$ cat src/rtl/mem_access_seq_if.sv
`default_nettype none
// ============================================================================
// Module   : mem_access_seq_if
// Brief    : Request/grant handshake and datapath strobes of mem_access_seq.
// Revision : 1.0 - initial release
// ============================================================================
interface mem_access_seq_if;
   logic fetch_req;
   logic data_req;
   logic data_we;
   logic fetch_gnt;
   logic data_gnt;
   logic fetch_done;
   logic data_done;
   logic addr_phase;
   logic wdata_phase;
   logic data_drive;
   logic PCout;
   logic IncPC;
   logic MARin;
   logic MDRin;
   logic MDRread;
   logic memWrite;
   logic MDRout;
   logic IRin;

   // The sequencer side.
   modport slave (
      input  fetch_req, data_req, data_we,
      output fetch_gnt, data_gnt, fetch_done, data_done,
      output addr_phase, wdata_phase, data_drive,
      output PCout, IncPC, MARin, MDRin, MDRread, memWrite, MDRout, IRin
   );

   // The requester / datapath side.
   modport master (
      output fetch_req, data_req, data_we,
      input  fetch_gnt, data_gnt, fetch_done, data_done,
      input  addr_phase, wdata_phase, data_drive,
      input  PCout, IncPC, MARin, MDRin, MDRread, memWrite, MDRout, IRin
   );
endinterface
`default_nettype wire

$ cat src/rtl/mem_access_seq.sv
`default_nettype none
// ============================================================================
// Module   : mem_access_seq
// Brief    : MAR/MDR/memory access sequencer arbitrating fetch and ld/st.
// Revision : 1.0 - initial release
// ============================================================================
module mem_access_seq #(
   parameter int WAIT_CYC    = 2,
   parameter bit ROUND_ROBIN = 1'b1
) (
   input  logic              clk,
   input  logic              clr,
   mem_access_seq_if.slave   bus
);

   typedef enum logic [2:0] {
      S_IDLE  = 3'd0,
      S_ADDR  = 3'd1,
      S_WDATA = 3'd2,
      S_MEM   = 3'd3,
      S_CAPT  = 3'd4,
      S_DRIVE = 3'd5
   } state_t;

   localparam logic [3:0] c_CNT_INIT = 4'(WAIT_CYC - 1);

   state_t     r_state;
   logic [3:0] r_cnt;
   logic       r_who;        // 1 = data access owns the sequence
   logic       r_we;
   logic       r_last_data;

   logic r_fetch_gnt, r_data_gnt, r_fetch_done, r_data_done;
   logic r_addr_phase, r_wdata_phase, r_data_drive;
   logic r_pcout, r_incpc, r_marin, r_mdrin, r_mdrread, r_memwrite, r_mdrout, r_irin;

   logic w_tie_data;
   logic w_pick_data;
   logic w_store;

   assign w_tie_data  = ROUND_ROBIN ? ~r_last_data : 1'b1;
   assign w_pick_data = bus.data_req & (~bus.fetch_req | w_tie_data);
   assign w_store     = r_who & r_we;

   // Outputs are registered alongside the state they belong to, so each
   // transition below loads the decode of the state being entered.
   always_ff @(posedge clk or posedge clr) begin
      if (clr) begin
         r_state       <= S_IDLE;
         r_cnt         <= 4'd0;
         r_who         <= 1'b0;
         r_we          <= 1'b0;
         r_last_data   <= 1'b1;
         r_fetch_gnt   <= 1'b0;
         r_data_gnt    <= 1'b0;
         r_fetch_done  <= 1'b0;
         r_data_done   <= 1'b0;
         r_addr_phase  <= 1'b0;
         r_wdata_phase <= 1'b0;
         r_data_drive  <= 1'b0;
         r_pcout       <= 1'b0;
         r_incpc       <= 1'b0;
         r_marin       <= 1'b0;
         r_mdrin       <= 1'b0;
         r_mdrread     <= 1'b0;
         r_memwrite    <= 1'b0;
         r_mdrout      <= 1'b0;
         r_irin        <= 1'b0;
      end else begin
         r_fetch_gnt   <= 1'b0;
         r_data_gnt    <= 1'b0;
         r_fetch_done  <= 1'b0;
         r_data_done   <= 1'b0;
         r_addr_phase  <= 1'b0;
         r_wdata_phase <= 1'b0;
         r_data_drive  <= 1'b0;
         r_pcout       <= 1'b0;
         r_incpc       <= 1'b0;
         r_marin       <= 1'b0;
         r_mdrin       <= 1'b0;
         r_mdrread     <= 1'b0;
         r_memwrite    <= 1'b0;
         r_mdrout      <= 1'b0;
         r_irin        <= 1'b0;

         case (r_state)
            S_IDLE: begin
               if (bus.fetch_req | bus.data_req) begin
                  r_state      <= S_ADDR;
                  r_who        <= w_pick_data;
                  r_we         <= w_pick_data & bus.data_we;
                  r_last_data  <= w_pick_data;
                  r_marin      <= 1'b1;
                  r_fetch_gnt  <= ~w_pick_data;
                  r_data_gnt   <= w_pick_data;
                  r_pcout      <= ~w_pick_data;
                  r_incpc      <= ~w_pick_data;
                  r_addr_phase <= w_pick_data;
               end
            end

            S_ADDR: begin
               r_fetch_gnt <= ~r_who;
               r_data_gnt  <= r_who;
               if (w_store) begin
                  r_state       <= S_WDATA;
                  r_mdrin       <= 1'b1;
                  r_wdata_phase <= 1'b1;
               end else begin
                  r_state <= S_MEM;
                  r_cnt   <= c_CNT_INIT;
               end
            end

            S_WDATA: begin
               r_state     <= S_MEM;
               r_cnt       <= c_CNT_INIT;
               r_data_gnt  <= 1'b1;
               r_memwrite  <= 1'b1;
               r_data_done <= (c_CNT_INIT == 4'd0);
            end

            S_MEM: begin
               if (r_cnt == 4'd0) begin
                  // A store finishes in its last MEM cycle; loads/fetches capture.
                  if (w_store) begin
                     r_state <= S_IDLE;
                  end else begin
                     r_state     <= S_CAPT;
                     r_fetch_gnt <= ~r_who;
                     r_data_gnt  <= r_who;
                     r_mdrread   <= 1'b1;
                     r_mdrin     <= 1'b1;
                  end
               end else begin
                  r_cnt       <= r_cnt - 4'd1;
                  r_fetch_gnt <= ~r_who;
                  r_data_gnt  <= r_who;
                  r_memwrite  <= w_store;
                  r_data_done <= w_store & (r_cnt == 4'd1);
               end
            end

            S_CAPT: begin
               r_state      <= S_DRIVE;
               r_fetch_gnt  <= ~r_who;
               r_data_gnt   <= r_who;
               r_mdrout     <= 1'b1;
               r_irin       <= ~r_who;
               r_data_drive <= r_who;
               r_fetch_done <= ~r_who;
               r_data_done  <= r_who;
            end

            S_DRIVE: begin
               r_state <= S_IDLE;
            end

            default: begin
               r_state <= S_IDLE;
            end
         endcase
      end
   end

   assign bus.fetch_gnt   = r_fetch_gnt;
   assign bus.data_gnt    = r_data_gnt;
   assign bus.fetch_done  = r_fetch_done;
   assign bus.data_done   = r_data_done;
   assign bus.addr_phase  = r_addr_phase;
   assign bus.wdata_phase = r_wdata_phase;
   assign bus.data_drive  = r_data_drive;
   assign bus.PCout       = r_pcout;
   assign bus.IncPC       = r_incpc;
   assign bus.MARin       = r_marin;
   assign bus.MDRin       = r_mdrin;
   assign bus.MDRread     = r_mdrread;
   assign bus.memWrite    = r_memwrite;
   assign bus.MDRout      = r_mdrout;
   assign bus.IRin        = r_irin;

endmodule
`default_nettype wire
$ cat src/flat_wrapper.sv
// flat-port wrapper written by rule: the top's interface ports become plain ports
module mem_access_seq_flat 
#(
   parameter int WAIT_CYC    = 2,
   parameter bit ROUND_ROBIN = 1'b1
)
  (clk, clr, bus_fetch_req, bus_data_req, bus_data_we, bus_fetch_gnt, bus_data_gnt, bus_fetch_done, bus_data_done, bus_addr_phase, bus_wdata_phase, bus_data_drive, bus_PCout, bus_IncPC, bus_MARin, bus_MDRin, bus_MDRread, bus_memWrite, bus_MDRout, bus_IRin);
  mem_access_seq_if bus_i ();
  input  logic clk;
  input  logic clr;
  input wire logic [$bits(bus_i.fetch_req)-1:0] bus_fetch_req;
  input wire logic [$bits(bus_i.data_req)-1:0] bus_data_req;
  input wire logic [$bits(bus_i.data_we)-1:0] bus_data_we;
  output wire logic [$bits(bus_i.fetch_gnt)-1:0] bus_fetch_gnt;
  output wire logic [$bits(bus_i.data_gnt)-1:0] bus_data_gnt;
  output wire logic [$bits(bus_i.fetch_done)-1:0] bus_fetch_done;
  output wire logic [$bits(bus_i.data_done)-1:0] bus_data_done;
  output wire logic [$bits(bus_i.addr_phase)-1:0] bus_addr_phase;
  output wire logic [$bits(bus_i.wdata_phase)-1:0] bus_wdata_phase;
  output wire logic [$bits(bus_i.data_drive)-1:0] bus_data_drive;
  output wire logic [$bits(bus_i.PCout)-1:0] bus_PCout;
  output wire logic [$bits(bus_i.IncPC)-1:0] bus_IncPC;
  output wire logic [$bits(bus_i.MARin)-1:0] bus_MARin;
  output wire logic [$bits(bus_i.MDRin)-1:0] bus_MDRin;
  output wire logic [$bits(bus_i.MDRread)-1:0] bus_MDRread;
  output wire logic [$bits(bus_i.memWrite)-1:0] bus_memWrite;
  output wire logic [$bits(bus_i.MDRout)-1:0] bus_MDRout;
  output wire logic [$bits(bus_i.IRin)-1:0] bus_IRin;
  assign bus_i.fetch_req = bus_fetch_req;
  assign bus_i.data_req = bus_data_req;
  assign bus_i.data_we = bus_data_we;
  assign bus_fetch_gnt = bus_i.fetch_gnt;
  assign bus_data_gnt = bus_i.data_gnt;
  assign bus_fetch_done = bus_i.fetch_done;
  assign bus_data_done = bus_i.data_done;
  assign bus_addr_phase = bus_i.addr_phase;
  assign bus_wdata_phase = bus_i.wdata_phase;
  assign bus_data_drive = bus_i.data_drive;
  assign bus_PCout = bus_i.PCout;
  assign bus_IncPC = bus_i.IncPC;
  assign bus_MARin = bus_i.MARin;
  assign bus_MDRin = bus_i.MDRin;
  assign bus_MDRread = bus_i.MDRread;
  assign bus_memWrite = bus_i.memWrite;
  assign bus_MDRout = bus_i.MDRout;
  assign bus_IRin = bus_i.IRin;
  mem_access_seq #(.WAIT_CYC(WAIT_CYC), .ROUND_ROBIN(ROUND_ROBIN)) u_core (.clk(clk), .clr(clr), .bus(bus_i));
endmodule
$ cat config.mk
export PLATFORM = sky130hd
export DESIGN_NAME = mem_access_seq_flat
export DESIGN_NICKNAME = d
export VERILOG_FILES = /design/src/rtl/mem_access_seq_if.sv /design/src/rtl/mem_access_seq.sv /design/src/flat_wrapper.sv
export SDC_FILE = /design/constraint.sdc
export NUM_CORES = 1
export LEC_CHECK = 0
export CAP_MARGIN = 10
export CORE_MARGIN = 2
export CORE_UTILIZATION = 50
export CTS_CLUSTER_SIZE = 16
export DETAILED_ROUTE_END_ITERATION = 8
export PLACE_DENSITY = 0.87
export SLEW_MARGIN = 20
export SYNTH_ARGS = -nofsm -noshare
export SYNTH_HDL_FRONTEND = slang
export SYNTH_SLANG_ARGS = --single-unit
$ cat constraint.sdc
create_clock -name clk -period 1.9 [get_ports clk]
set_input_delay 0.38 -clock clk [delete_from_list [all_inputs] [get_ports clk]]
set_output_delay 0.38 -clock clk [all_outputs]
set_load 0.1 [all_outputs]
== Word-level counts from Yosys, hierarchy flattened ==
Cells that the tools add are included.

* Multiplexer cells: 33
* Reductions and logical operators: 7
* Bitwise operators: 10
* Equal/unequal tests: 9
* Add/sub/neg operators: 1

{| class="wikitable"
|+ Operator list
! cell !! number
|-
| 1-bit 2-to-1 mux || 21
|-
| 3-bit one-hot mux with 5 select lines || 1
|-
| 4-bit one-hot mux with 3 select lines || 1
|-
| 3-bit 2-to-1 mux || 3
|-
| 4-bit 2-to-1 mux || 2
|-
| 3-bit by 2-bit equality test with 1-bit output (second input constant) || 2
|-
| 1-bit one-hot mux with 2 select lines || 3
|-
| 1-bit bitwise AND || 4
|-
| 4-bit by 1-bit equality test with 1-bit output (second input constant) || 1
|-
| 4-bit logical NOT || 1
|-
| 2-bit by 1-bit != test with 1-bit output (second input constant) || 2
|-
| 2-bit != test (second input constant) || 2
|-
| 1-bit NOT || 4
|-
| 1-bit one-hot mux with 4 select lines || 1
|-
| 2-bit AND reduction || 2
|-
| 4-bit by 1-bit subtractor with 4-bit output (second input constant) || 1
|-
| 3-bit by 1-bit equality test with 1-bit output (second input constant) || 1
|-
| 3-bit equality test (second input constant) || 1
|-
| 3-bit logical NOT || 1
|-
| 1-bit one-hot mux with 3 select lines || 1
|-
| 3-bit AND reduction || 1
|-
| 3-bit nonzero test || 1
|-
| 1-bit OR || 2
|-
| 2-bit OR reduction || 1
|}

* Output and inout port bits: 15
* Input port bits: 5
* Register bits: 23
* Logic and storage cells: 78

== Depth between registers and ports, before layout ==
* Word-level depth: 6
* Gate-level depth with buffers: 6
* Depth with buffers taken out: 5

== Least setup slack after synthesis ==
No wires, ideal clock.

* Path kind: register to output
* Start point: register u_core.r_pcout, in the netlist u_core.bus.PCout
* End point: output bus_PCout
* Stages on the path, launching flop included: 2
* Arrival: 1.324 ns
* Setup slack: 0.196 ns
* Path buffers: 1
* Data required time: 1.520 ns
* Path through: dfrtp_1 buf_4

{| class="wikitable"
|+ RTL lines
! what !! line !! RTL
|-
| start: declaration || mem_access_seq.sv:35 || <nowiki>logic r_pcout, r_incpc, r_marin, r_mdrin, r_mdrread, r_memwrite, r_mdrout, r_irin;</nowiki>
|-
| start signal: assignment || mem_access_seq.sv:96 || <nowiki>r_pcout <= ~w_pick_data;</nowiki>
|-
| end: declaration || flat_wrapper.sv:21 || <nowiki>output wire logic [$bits(bus_i.PCout)-1:0] bus_PCout;</nowiki>
|}

No word-level cell between the ends.

== Final worst setup path ==
* Start point: register u_core.r_cnt[0]
* End point: register u_core.r_cnt[1]

* Cells in the longest elaborated chain, start to end: 3
* Elaborated cells on any way between the ends: 6
* Classes of those cells: 1 x add/sub; 1 x eq/ne; 2 x mux; 2 x reduce/logical

{| class="wikitable"
|+ RTL lines
! what !! line !! RTL
|-
| start: declaration || mem_access_seq.sv:28 || <nowiki>logic [3:0] r_cnt;</nowiki>
|-
| start signal: assignment || mem_access_seq.sv:111 || <nowiki>r_cnt <= c_CNT_INIT;</nowiki>
|-
| start signal: assignment || mem_access_seq.sv:117 || <nowiki>r_cnt <= c_CNT_INIT;</nowiki>
|-
| start signal: assignment || mem_access_seq.sv:136 || <nowiki>r_cnt <= r_cnt - 4'd1;</nowiki>
|-
| 4-bit by 1-bit subtractor with 4-bit output or 4-bit logical NOT (tied branches) || mem_access_seq.sv:136, mem_access_seq.sv:124 ||
|-
| 4-bit 2-to-1 mux or 2-bit != test (tied branches) || -- ||
|-
| 4-bit one-hot mux with 3 select lines or 3-bit AND reduction (tied branches) || -- ||
|}

Several ways; a longest one is shown, not always the timed one. The select of a mux whose other input is x is not followed.
A chain may end at the register's enable or synchronous reset.

==> out/summary.txt <==
Final ANT Viol Nets: 0
worst-path cell chain: inv_1 > ha_1 > nor3b_2 > a211oi_2 > mux2_1
Pwr Density: 1760 mW/mm^2
IO Port Bufs: 19
detailed placer's ending HPWL: 1.52 mm
setup repair bufs after CTS: 0
status: finished, final reports clean
Area Overhead vs Synth: 17.2%
Vias: 800
CTS sink count: 23
combinational cell fraction of total power: 55.7%
Final Hold Vio Count: 0
Setup crit start kind: flop
antenna fix cells: 0
Max Slew Vio Count: 0
insertion delay to the later sink of the worst-skew pair: 310 ps
WL per Instance: 13.0 um
first-pass GRT wire length: 3.39 mm
CORE AREA: 0.00215 mm^2
number of max-cap violations: 0
Final WS setup: 235 ps
multiplexer area fraction after synthesis: 1.02%
Req. time, crit path: 2110 ps
Yosys Warn Count: 0
largest net degree at the start of global routing: 16
worst slack at placement: 243 ps
Synth top area share: 49.7%
Placer Congestion: 0.789
GRT Overall Usage: 17.4%
clock power share: 9.8%
nets: 132
Crit Path Category: reg2reg
worst-path maximum fanout: 5
Initial Util: 51.5%
CTS root buf: clkbuf_4
CTS tree: built
register bit total from synthesis: 23
hold buffers post-CTS: 0
Die Span Y: 51.1 um
Resized Gates After CTS: 0
final worst-path cycle share: 87.6%
Leak Pwr: 0.631 nW
Most flops, register: u_core.r_cnt
Yosys top cell by area: dfrtp_1
layout cells sized above 1: 24.4%
CP max stage cell: dfrtp_1
full die area: 0.00261 mm^2
gr ovfl total: 0
worst hold-check path type: in2async
Largest regs: u_core.r_cnt (4), u_core.r_state (3)
initial antenna violation count: 0
unrepaired setup endpoints after global routing: false
Pre-Repair DR Iteration Count: 4
Compound-Gate Fraction of Synth Area: 13.8%
DR vias/cell: 5.30
asr flop ratio synth: 100%
largest family of logic cells by synthesized area: simple AND/OR/NAND/NOR gates
Post-Synthesis Cells: 103
switching power of the nets: 1.16 mW
predominant post-synthesis flop cell: dfrtp_1
simple-gate share of the synthesized area: 21.8%
Slew HR: 76.2%
Worst Setup End Kind: flop
Netlist cell types: 40
Final setup viols: 0
CP max stage delay: 430 ps
Post-Route Setup TNS: 0 ps
Worst-Margin Slew: 357 ps
EDFF count, synth: 0
Avg Inst Size Synth: 10.8 um^2
number of flip-flops under the largest register name: 4
clock-pin slew on the worst setup and hold paths: 120 ps
vias in the first global route: 824
Final Critical Period: 1660 ps
maximum root-to-sink buffer count: 2
1st-iter DRT viols: 18
sequential share of the synthesized area: 52.1%
CTS buffer count: 3
Net Sw Frac: 51.1%
Synth Area in Adders: 3.39%
Ports: 20
die width: 51.1 um
cells taking the most area after synthesis: dfrtp_1, ha_1, buf_4, dfstp_2, inv_1
Max rail drop VDD: 916 uV
worst path arrival time: 1870 ps
Post-Synth XOR/XNOR Area: 0%
Residual DRC: 0
FP Rows: 17
sequential share of power: 34.5%
synthesized area: 0.00111 mm^2
Clock H-tree levels: 1
total wire length: 1.96 mm
Net Count, Synth: 111
Cell Int Power: 1.11 mW
final clock skew: 3.54 ps
Fmax: 601 MHz
fillers: 175
[per-layer routing]
metal,share of wire (%),track usage (%)
met1,41,20.2
met2,52,31.6
met3,4.4,1.75
met4,1.8,8.56
met5,0,0
[worst max-delay path, delay by kind of cell (launching register included)]
family,cells,cell delay [ps]
buffers and inverters,1,80
AOI/OAI and AO/OA,1,320
muxes,1,350
adders and majority gates,1,200
DFF,1,430
and+or+nand+nor,1,180
[power by group through the flow]
stage	sequential [mW]	combinational [mW]	clock (mW)
CTS	0.783	1.28	0.228
global route	0.807	1.36	0.248
global placement	0.784	1.24	0
finish	0.787	1.27	0.223
detailed placement	0.793	1.28	0
floorplan	1.19	0.645	0
[synthesized netlist by cell type, types with 2 or more instances]
cell and count:
nor3_1 2, nand2b_1 2, nand2_1 5, o21ai_0 2, inv_1 7, and2_1 3, nand3_1 5, a31oi_1 3
buf_6 2, nor2b_1 2, dfrtp_1 22, o21a_1 3, a21oi_1 5, ha_1 3, nor2_1 7, buf_4 4
and3b_1 3
[worst paths after layout]
kind	from	endpoint	slack (ps)	cells after the start
worst min-delay path	clr	u_core.r_who$_DFFE_PP0P_	310	2
max in group asynchronous	clr	u_core.bus.data_drive$_DFF_PP0_	1080	3
worst min register to register	u_core.r_cnt[1]$_DFFE_PP0P_	u_core.r_cnt[1]$_DFFE_PP0P_	550	1
min in group clk	u_core.r_cnt[1]$_DFFE_PP0P_	u_core.r_cnt[1]$_DFFE_PP0P_	550	1
worst max register to register	u_core.r_cnt[0]$_DFFE_PP0P_	u_core.r_cnt[1]$_DFFE_PP0P_	240	5
worst max-delay path	u_core.r_cnt[0]$_DFFE_PP0P_	u_core.r_cnt[1]$_DFFE_PP0P_	240	5
[cells by family (layout without fill, tap and decap cells)]
group / after synthesis / count (layout)
adders and majority gates: 3 / 3
DFF: 23 / 23
buffers and inverters: 15 / 35
muxes: 1 / 1
AOI/OAI and AO/OA: 22 / 22
and+or+nand+nor: 39 / 39
[per-stage QoR]
step	hold slack [ps]	util (%)	total power [mW]	cell area [um^2]	instances
finish	313	60.4	2.28	1300	151
floorplan	381	-	1.84	1110	103
global route	354	60.4	2.42	1300	151
detailed placement	516	59.2	2.07	1270	147
CTS	320	60.4	2.29	1300	151
global placement	494	59.2	2.03	1270	147
[cell type report]
type                            instances  area (um^2)  area share, %
Multi-Input combinational cell         65          443           34.1
Inverter                                7         26.3           2.03
Timing Repair Buffer                   24          190           14.7
Clock buffer                            4         26.3           2.03
Sequential cell                        23          577           44.5
Tap cell                               28         35.0           2.70
[placed cells by master (no fill, tap or decap), types with 2 or more instances in the layout]
cell             count
nor2_1               7
clkbuf_4             3
nand2b_1             2
nand2_1              5
dfrtp_1             22
inv_1                7
ha_1                 3
nand3_1              5
and2_1               3
nor3_1               2
clkdlybuf4s50_1      4
a31oi_1              3
nor2b_1              2
and3b_1              3
o21ai_0              2
a21oi_1              5
o21a_1               3
buf_4               20
Note: power is estimated with default switching activity, not from simulation.
